[src/rtl/axi3_cmd_arbiter.sv]
// Two-requester round-robin front end for a single AXI3 master command port.
// Holds the grant until BRESP or the last R beat, with a watchdog abort for hung bursts.
module axi3_cmd_arbiter #(
  parameter int DATAWIDTH = 32,
  parameter int SIZE      = 3,
  parameter int TIMEOUT   = 256
) (
  input  logic                         clock,
  input  logic                         reset,
  input  logic [1:0]                   req,
  input  logic [1:0]                   req_write,
  input  logic [2*DATAWIDTH-1:0]       req_addr,
  input  logic [2*(DATAWIDTH/8)-1:0]   req_len,
  input  logic [2*SIZE-1:0]            req_size,
  input  logic [2*(SIZE-1)-1:0]        req_burst,
  input  logic [2*(DATAWIDTH/8)-1:0]   req_id,
  input  logic [2*DATAWIDTH-1:0]       req_wdata,
  input  logic [2*(DATAWIDTH/8)-1:0]   req_wstrb,
  output logic [1:0]                   gnt,
  output logic [1:0]                   done,
  output logic [1:0]                   err,
  output logic [1:0]                   resp,
  output logic [DATAWIDTH-1:0]         AWaddr,
  output logic [DATAWIDTH/8-1:0]       AWlen,
  output logic [DATAWIDTH/8-1:0]       AWid,
  output logic [SIZE-1:0]              AWsize,
  output logic [SIZE-2:0]              AWburst,
  output logic [DATAWIDTH-1:0]         WData,
  output logic [DATAWIDTH/8-1:0]       WStrb,
  output logic [DATAWIDTH-1:0]         ARaddr,
  output logic [DATAWIDTH/8-1:0]       ARlen,
  output logic [DATAWIDTH/8-1:0]       ARid,
  output logic [SIZE-1:0]              ARsize,
  output logic [SIZE-2:0]              ARburst,
  output logic                         wr_start,
  output logic                         rd_start,
  input  logic                         BVALID,
  input  logic                         BREADY,
  input  logic [1:0]                   BRESP,
  input  logic                         RVALID,
  input  logic                         RREADY,
  input  logic                         RLAST
);

  localparam int LW  = DATAWIDTH / 8;
  localparam int BW  = SIZE - 1;
  localparam int WDW = $clog2(TIMEOUT);
  localparam logic [WDW-1:0] WD_LAST = WDW'(TIMEOUT - 1);

  typedef enum logic [1:0] {S_IDLE, S_ISSUE, S_WAIT} state_e;

  state_e                state_q;
  logic                  rr_last_q, own_q, wr_q;
  logic [WDW-1:0]        wdog_q;
  logic [1:0]            gnt_q, done_q, err_q, resp_q;
  logic                  wr_start_q, rd_start_q;
  logic [DATAWIDTH-1:0]  awaddr_q, araddr_q, wdata_q;
  logic [LW-1:0]         awlen_q, awid_q, arlen_q, arid_q, wstrb_q;
  logic [SIZE-1:0]       awsize_q, arsize_q;
  logic [BW-1:0]         awburst_q, arburst_q;

  logic                  win_d, wr_d, cmp_d;
  logic [DATAWIDTH-1:0]  addr_d, wdata_d;
  logic [LW-1:0]         len_d, id_d, wstrb_d;
  logic [SIZE-1:0]       size_d;
  logic [BW-1:0]         burst_d;

  // On a tie the requester that was not served last wins.
  always_comb begin
    win_d   = (req == 2'b11) ? ~rr_last_q : req[1];
    wr_d    = req_write[win_d];
    addr_d  = win_d ? req_addr[2*DATAWIDTH-1:DATAWIDTH]  : req_addr[DATAWIDTH-1:0];
    wdata_d = win_d ? req_wdata[2*DATAWIDTH-1:DATAWIDTH] : req_wdata[DATAWIDTH-1:0];
    len_d   = win_d ? req_len[2*LW-1:LW]     : req_len[LW-1:0];
    id_d    = win_d ? req_id[2*LW-1:LW]      : req_id[LW-1:0];
    wstrb_d = win_d ? req_wstrb[2*LW-1:LW]   : req_wstrb[LW-1:0];
    size_d  = win_d ? req_size[2*SIZE-1:SIZE] : req_size[SIZE-1:0];
    burst_d = win_d ? req_burst[2*BW-1:BW]   : req_burst[BW-1:0];
    cmp_d   = wr_q ? (BVALID & BREADY) : (RVALID & RREADY & RLAST);
  end

  always_ff @(posedge clock or negedge reset) begin
    if (!reset) begin
      state_q    <= S_IDLE;
      rr_last_q  <= 1'b1;
      own_q      <= 1'b0;
      wr_q       <= 1'b0;
      wdog_q     <= '0;
      gnt_q      <= '0;
      done_q     <= '0;
      err_q      <= '0;
      resp_q     <= '0;
      wr_start_q <= 1'b0;
      rd_start_q <= 1'b0;
      awaddr_q   <= '0;
      awlen_q    <= '0;
      awid_q     <= '0;
      awsize_q   <= '0;
      awburst_q  <= '0;
      wdata_q    <= '0;
      wstrb_q    <= '0;
      araddr_q   <= '0;
      arlen_q    <= '0;
      arid_q     <= '0;
      arsize_q   <= '0;
      arburst_q  <= '0;
    end else begin
      done_q     <= '0;
      err_q      <= '0;
      wr_start_q <= 1'b0;
      rd_start_q <= 1'b0;
      case (state_q)
        S_IDLE: begin
          if (|req) begin
            own_q   <= win_d;
            wr_q    <= wr_d;
            gnt_q   <= win_d ? 2'b10 : 2'b01;
            state_q <= S_ISSUE;
            // Only the channel being launched is reloaded; the other keeps its last command.
            if (wr_d) begin
              awaddr_q   <= addr_d;
              awlen_q    <= len_d;
              awid_q     <= id_d;
              awsize_q   <= size_d;
              awburst_q  <= burst_d;
              wdata_q    <= wdata_d;
              wstrb_q    <= wstrb_d;
              wr_start_q <= 1'b1;
            end else begin
              araddr_q   <= addr_d;
              arlen_q    <= len_d;
              arid_q     <= id_d;
              arsize_q   <= size_d;
              arburst_q  <= burst_d;
              rd_start_q <= 1'b1;
            end
          end
        end
        S_ISSUE: begin
          wdog_q  <= '0;
          state_q <= S_WAIT;
        end
        S_WAIT: begin
          // A completion seen on the watchdog's last cycle still counts as success.
          if (cmp_d) begin
            done_q    <= own_q ? 2'b10 : 2'b01;
            resp_q    <= wr_q ? BRESP : 2'b00;
            gnt_q     <= '0;
            rr_last_q <= own_q;
            state_q   <= S_IDLE;
          end else if (wdog_q == WD_LAST) begin
            err_q     <= own_q ? 2'b10 : 2'b01;
            resp_q    <= 2'b10;
            gnt_q     <= '0;
            rr_last_q <= own_q;
            state_q   <= S_IDLE;
          end else begin
            wdog_q <= wdog_q + 1'b1;
          end
        end
        default: state_q <= S_IDLE;
      endcase
    end
  end

  assign gnt      = gnt_q;
  assign done     = done_q;
  assign err      = err_q;
  assign resp     = resp_q;
  assign wr_start = wr_start_q;
  assign rd_start = rd_start_q;
  assign AWaddr   = awaddr_q;
  assign AWlen    = awlen_q;
  assign AWid     = awid_q;
  assign AWsize   = awsize_q;
  assign AWburst  = awburst_q;
  assign WData    = wdata_q;
  assign WStrb    = wstrb_q;
  assign ARaddr   = araddr_q;
  assign ARlen    = arlen_q;
  assign ARid     = arid_q;
  assign ARsize   = arsize_q;
  assign ARburst  = arburst_q;

endmodule

[config.mk]
export PLATFORM = sky130hd
export DESIGN_NAME = axi3_cmd_arbiter
export DESIGN_NICKNAME = d
export VERILOG_FILES = /design/src/rtl/axi3_cmd_arbiter.sv
export SDC_FILE = /design/constraint.sdc
export NUM_CORES = 1
export LEC_CHECK = 0
export BUFFER_PORTS_ARGS = -buffer_cell sky130_fd_sc_hd__buf_2
export CORE_AREA = 2 2 142 144
export CTS_CLUSTER_SIZE = 20
export DETAILED_ROUTE_END_ITERATION = 8
export DIE_AREA = 0 0 144 146
export GPL_TIMING_DRIVEN = 0
export PLACE_DENSITY = 0.69
export SLEW_MARGIN = 25
export SYNTH_ARGS = -nofsm -noshare
export SYNTH_HDL_FRONTEND = slang
export SYNTH_SLANG_ARGS = --single-unit
[constraint.sdc]
create_clock -name clock -period 1.9 [get_ports clock]
set_input_delay 0.19 -clock clock [delete_from_list [all_inputs] [get_ports clock]]
set_output_delay 0.19 -clock clock [all_outputs]
set_load 0.05 [all_outputs]
== Yosys cells after proc, flatten, opt, wreduce, memory -nomap -nowiden ==
Index checks and enable logic that the tools add are counted.

* Bits in registers: 149
* Word-level logic and storage cells: 88
* Input bits: 175

* Reduce and logical (&&, ||, !) cells: 12
* Mux-type cells: 38
* Equal/unequal tests: 8
* $add $sub $neg: 1
* Bitwise operators: 5
* $lt $le $gt $ge: 1

{| class="wikitable"
|+ Operators with widths
! kind !! number
|-
| 32-bit 2-to-1 mux || 2
|-
| 2-bit 2-to-1 mux || 15
|-
| 8-bit 2-to-1 mux || 2
|-
| 8-bit one-hot mux with 2 select lines || 1
|-
| 1-bit 2-to-1 mux || 12
|-
| 4-bit 2-to-1 mux || 3
|-
| 3-bit AND reduction || 4
|-
| 8-bit by 1-bit adder with 8-bit output, second input constant || 1
|-
| 8-bit == test, second input constant || 1
|-
| 2-bit inequality test, second input constant || 3
|-
| 2-bit one-hot mux with 3 select lines || 1
|-
| 2-bit AND reduction || 3
|-
| 2-bit nonzero test || 3
|-
| 2-bit == test, second input constant || 2
|-
| 2-bit one-hot mux with 2 select lines || 1
|-
| 1-bit bitwise AND || 3
|-
| 3-bit 2-to-1 mux || 1
|-
| 3-bit inequality test, second input constant || 1
|-
| 2-bit by 1-bit == test with 1-bit output, second input constant || 1
|-
| 2-bit logical NOT || 1
|-
| 1-bit by 2-bit less-than comparator with 1-bit output, second input constant || 1
|-
| 1-bit NOT || 2
|-
| 2-bit OR reduction || 1
|}

== Depth between registers and ports, before layout ==
* Depth in word-level cells: 7
* Depth in mapped cells: 7

== Worst setup path before layout ==
No wires, ideal clock.

* Path type: register to register
* Start point: register wdog_q[0]
* End point: register rr_last_q
* Library setup time: 0.082 ns
* Path buffers: 0
* Data arrival time: 1.708 ns
* Stages on the path, launching flop included: 6
* Period minus slack after synthesis: 1.790 ns
* Setup slack: 0.110 ns
* Cell sequence: dfrtp_1 > ha_1 > and2_0 > and3_1 > o21ai_0 > mux2_2

* Cells in the longest elaborated chain, start to end: 3

{| class="wikitable"
|+ RTL lines
! element !! line !! source
|-
| start, declared || 54 || <nowiki>logic [WDW-1:0] wdog_q;</nowiki>
|-
| start signal, assigned || 158 || <nowiki>wdog_q <= wdog_q + 1'b1;</nowiki>
|-
| 8-bit == test || 151 || <nowiki>end else if (wdog_q == WD_LAST) begin</nowiki>
|-
| 2-bit nonzero test (no source line) || - ||
|-
| 2-bit AND reduction (no source line) || - ||
|-
| end signal, assigned || 149 || <nowiki>rr_last_q <= own_q;</nowiki>
|-
| end signal, assigned || 155 || <nowiki>rr_last_q <= own_q;</nowiki>
|-
| end, declared || 53 || <nowiki>logic rr_last_q, own_q, wr_q;</nowiki>
|}

Every way passes these cells.
A chain may end at the register's enable or synchronous reset.

== Worst setup path in the final report ==
* Start point: register rr_last_q
* End point: register araddr_q[13], in the netlist ARaddr[13]

* Cells in the longest elaborated chain, start to end: 6

{| class="wikitable"
|+ RTL lines
! element !! line !! source
|-
| 1-bit NOT * || 70 || <nowiki>win_d = (req == 2'b11) ? ~rr_last_q : req[1];</nowiki>
|-
| 1-bit 2-to-1 mux * || 70 ||
|-
| 1-bit 2-to-1 mux (not written as such) (2 in series) || 71 || <nowiki>wr_d = req_write[win_d];</nowiki>
|-
| 1-bit NOT (no source line) || - ||
|-
| 3-bit AND reduction (no source line) || - ||
|-
| end signal, assigned || 130 || <nowiki>araddr_q <= addr_d;</nowiki>
|-
| end, declared || 57 || <nowiki>logic [DATAWIDTH-1:0] awaddr_q, araddr_q, wdata_q;</nowiki>
|}

Every way passes the cells marked *; elsewhere a longest branch is shown, timed or not. The select of a mux whose other input is x is not followed.

==> qor.yml <==
outcome:
  outcome: "complete, no violations"
place:
  post-place-ws_ns: -0.4998
  portBuffers: 310
  place_congestion: 0.7984
  dp_hpwl_mm: 13.23
grt:
  grt_max_degree: 78
  overflow: 0
  busiest_layer: "met2"
  gr-usage-met1_pct: 20.07
  antenna_found_initial: 0
  first_global_vias: 5242
  grt_pass1_wl_mm: 27.54
  grt.total_usage_pct: 17.12
  met3_usage_pct: 4.837
  met2_usage_pct: 29.33
worst_hold_path:
  hold_path.class: "in2reg"
routing:
  viasPerCell: 4.642
  drc: 0
  routed_wirelength_mm: 17.99
  via_count: 4958
  drtPass1Iterations: 4
  post_drt_wl_per_cell_um: 16.84
  drtIter0Drc: 167
  antenna_left: 0
floorplan:
  initial_core_util_pct: 34.87
  ios: 311
  core_um2: 19330
  die-height_um: 146
  rows: 51
  die_width_um: 144
  dieArea_um2: 21020
critical_path:
  path_class: "reg2reg"
  worst_ep_required_time_ns: 2.19
  cp.arrival_ns: 2.14
  cp-end-kind: "flip-flop"
  startpoint_type: "flip-flop"
  cp_max_fo: 6
synth:
  synthFlopType: "dfrtp_1"
  synth_fp_nets: 626
  synthCells: 450
  synthArstFlopShare_pct: 100.0
  yosysSeqAreaShare_pct: 55.32
  synth_area_um2: 6743
  synth_warnings: 0
  yosysUniqueCellTypes: 41
  synth_edf_count: 0
  ys_ff_latch: 149
  syn_avg_cell_area_um2: 14.98
cells_and_area:
  final_common_cell: "buf_2"
  syn_to_final_growth_pct: 43.09
  final_cell_mix: "buf_2 (312), mux2_2 (180), dfrtp_1 (148)"
  fill_cells: 1746
  diodes: 0
  nets: 967
  drive_gt1_share_pct: 72.85
clock_network:
  cts_buffers: 17
  cts.reportedPaths.clkPinSlew_ns: 0.06
  clock_latency_ns: 0.42
  root_buffer: "clkbuf_16"
  cts_tree: "done"
  htree_levels: 4
  max-clock-path-buffers: 2
  numClockSinks: 149
timing:
  finalMaxSlewViolations: 0
  setup_viol: 0
  timing.fmax_mhz: 539.8
  post-route-min-period_ns: 1.853
  skew_ns: 0.008102
  slew_headroom_pct: 62.11
  post-route-period-util_pct: 97.50
  setup_ws_ns: 0.04748
  grt_setup_unrepaired: "yes"
  finalHoldViolCount: 0
  worst_pin_slew_ns: 0.5684
job:
  drv_cap: 0
power_and_ir_drop:
  total_power_w: 0.01985
  p_leak_nw: 4.688
  vdd_drop_max_uv: 1285
  p_per_area_nw_per_um2: 2057
-- synth_stat cells (all sizes together), types with 3 or more instances --
library cell  instances  area [µm²]
a32o                  4       40.04
and3                  4       25.02
buf                  22       153.9
dfrtp               148        3704
inv                   4       15.01
mux2                208        2410
mux2i                 3       33.78
nand2                10       37.54
nand3                 5       25.02
nand4                 4       25.02
nor2                  8       37.54
o21ai                 4       23.77
-- stage by stage --
step                      cell area (µm²)  util [%]  hold slack [ns]  setup TNS [ns]  std cells
after global placement               8626     44.61           0.4537         -267.01       1025
after detailed placement             8663     44.81           0.1909          -36.02       1026
after CTS                            9458     48.92         0.006140        -0.08937       1064
after floorplan                      6743         -          -0.1056               0        450
final                                9648     49.90          0.02828               0       1068
after global routing                 9648     49.90          0.02696         -0.3027       1068
-- cell type report --
class	instances	area (µm²)	area share [%]
plain buffers	24	295.3	3.061
clock buffers	19	442.9	4.591
clock inverters	12	178.9	1.854
inverters	4	15.01	0.1556
multi-input cells	273	2899	30.05
flip-flops and latches	149	3730	38.66
well taps	265	331.6	3.437
repair buffers	322	1755	18.19
-- critical path, cell delays in order, from the launching register on --
cell	delay (ns)
dfstp_2	0.38
a21boi_4	0.17
buf_6	0.14
mux2i_4	0.29
nand2_4	0.11
buf_12	0.17
clkbuf_16	0.16
mux2_4	0.29
-- cell families (layout without fill, tap and decap cells) --
logic type	after synthesis	in the layout	share of synthesized area, %
multiplexers	211	211	36.24
AO/OA/AOI/OAI	20	20	2.431
flip-flops	149	149	55.32
buffers and inverters	28	381	2.616
adder cells (fa/ha/maj)	1	1	0.1855
AND/OR/NAND/NOR	41	41	3.211
-- where the power goes --
group	switching, W	total (W)	internal (W)
clock	0.00134	0.00357	0.00223
combinational	0.00732	0.0108	0.00345
sequential	0.000794	0.00551	0.00471
total	0.00945	0.0198	0.0104
-- state kept, by name, summed over array words and instances, names as in the netlist, 2 cells and up --
| signal | cells |
|---|---|
| AWsize | 3 |
| gnt | 2 |
| WData | 32 |
| ARsize | 3 |
| ARlen | 4 |
| AWid | 4 |
| state_q | 2 |
| err | 2 |
| wdog_q | 8 |
| AWlen | 4 |
| AWaddr | 32 |
| ARid | 4 |
| done | 2 |
| ARburst | 2 |
| ARaddr | 32 |
| AWburst | 2 |
| resp | 2 |
| WStrb | 4 |
-- per-layer routing --
metal / part of all wire [%] / vias up
met5: 0 / -
met4: 2.2 / 0
met3: 7.3 / 22
met2: 50 / 213
met1: 41 / 2390
li1: - / 2333
-- path summary, 6_finish.rpt --
| kind | start | endpoint | slack (ns) | cells past startpoint |
|---|---|---|---|---|
| min in group asynchronous | reset | WData[25]$_DFFE_PN0P_ | 0.32 | 2 |
| max in group asynchronous | reset | AWid[3]$_DFFE_PN0P_ | 0.81 | 3 |
| worst max-delay path | rr_last_q$_DFFE_PN1P_ | ARaddr[13]$_DFFE_PN0P_ | 0.05 | 7 |
| worst max register to register | rr_last_q$_DFFE_PN1P_ | ARaddr[13]$_DFFE_PN0P_ | 0.05 | 7 |
| worst min register to register | wdog_q[6]$_DFFE_PN0P_ | wdog_q[6]$_DFFE_PN0P_ | 0.48 | 1 |
| worst min-delay path | BRESP[1] | resp[1]$_DFFE_PN0P_ | 0.03 | 3 |
-- timing repair --
action,CTS,global route
pin swaps,2,0
gates resized for setup,26,28
buffers inserted,6,1
hold endpoints to repair,71,0
gates cloned,0,3
endpoints found under the setup margin,132,108
hold buffers,1,0
Power figures use the tool's default switching activity.
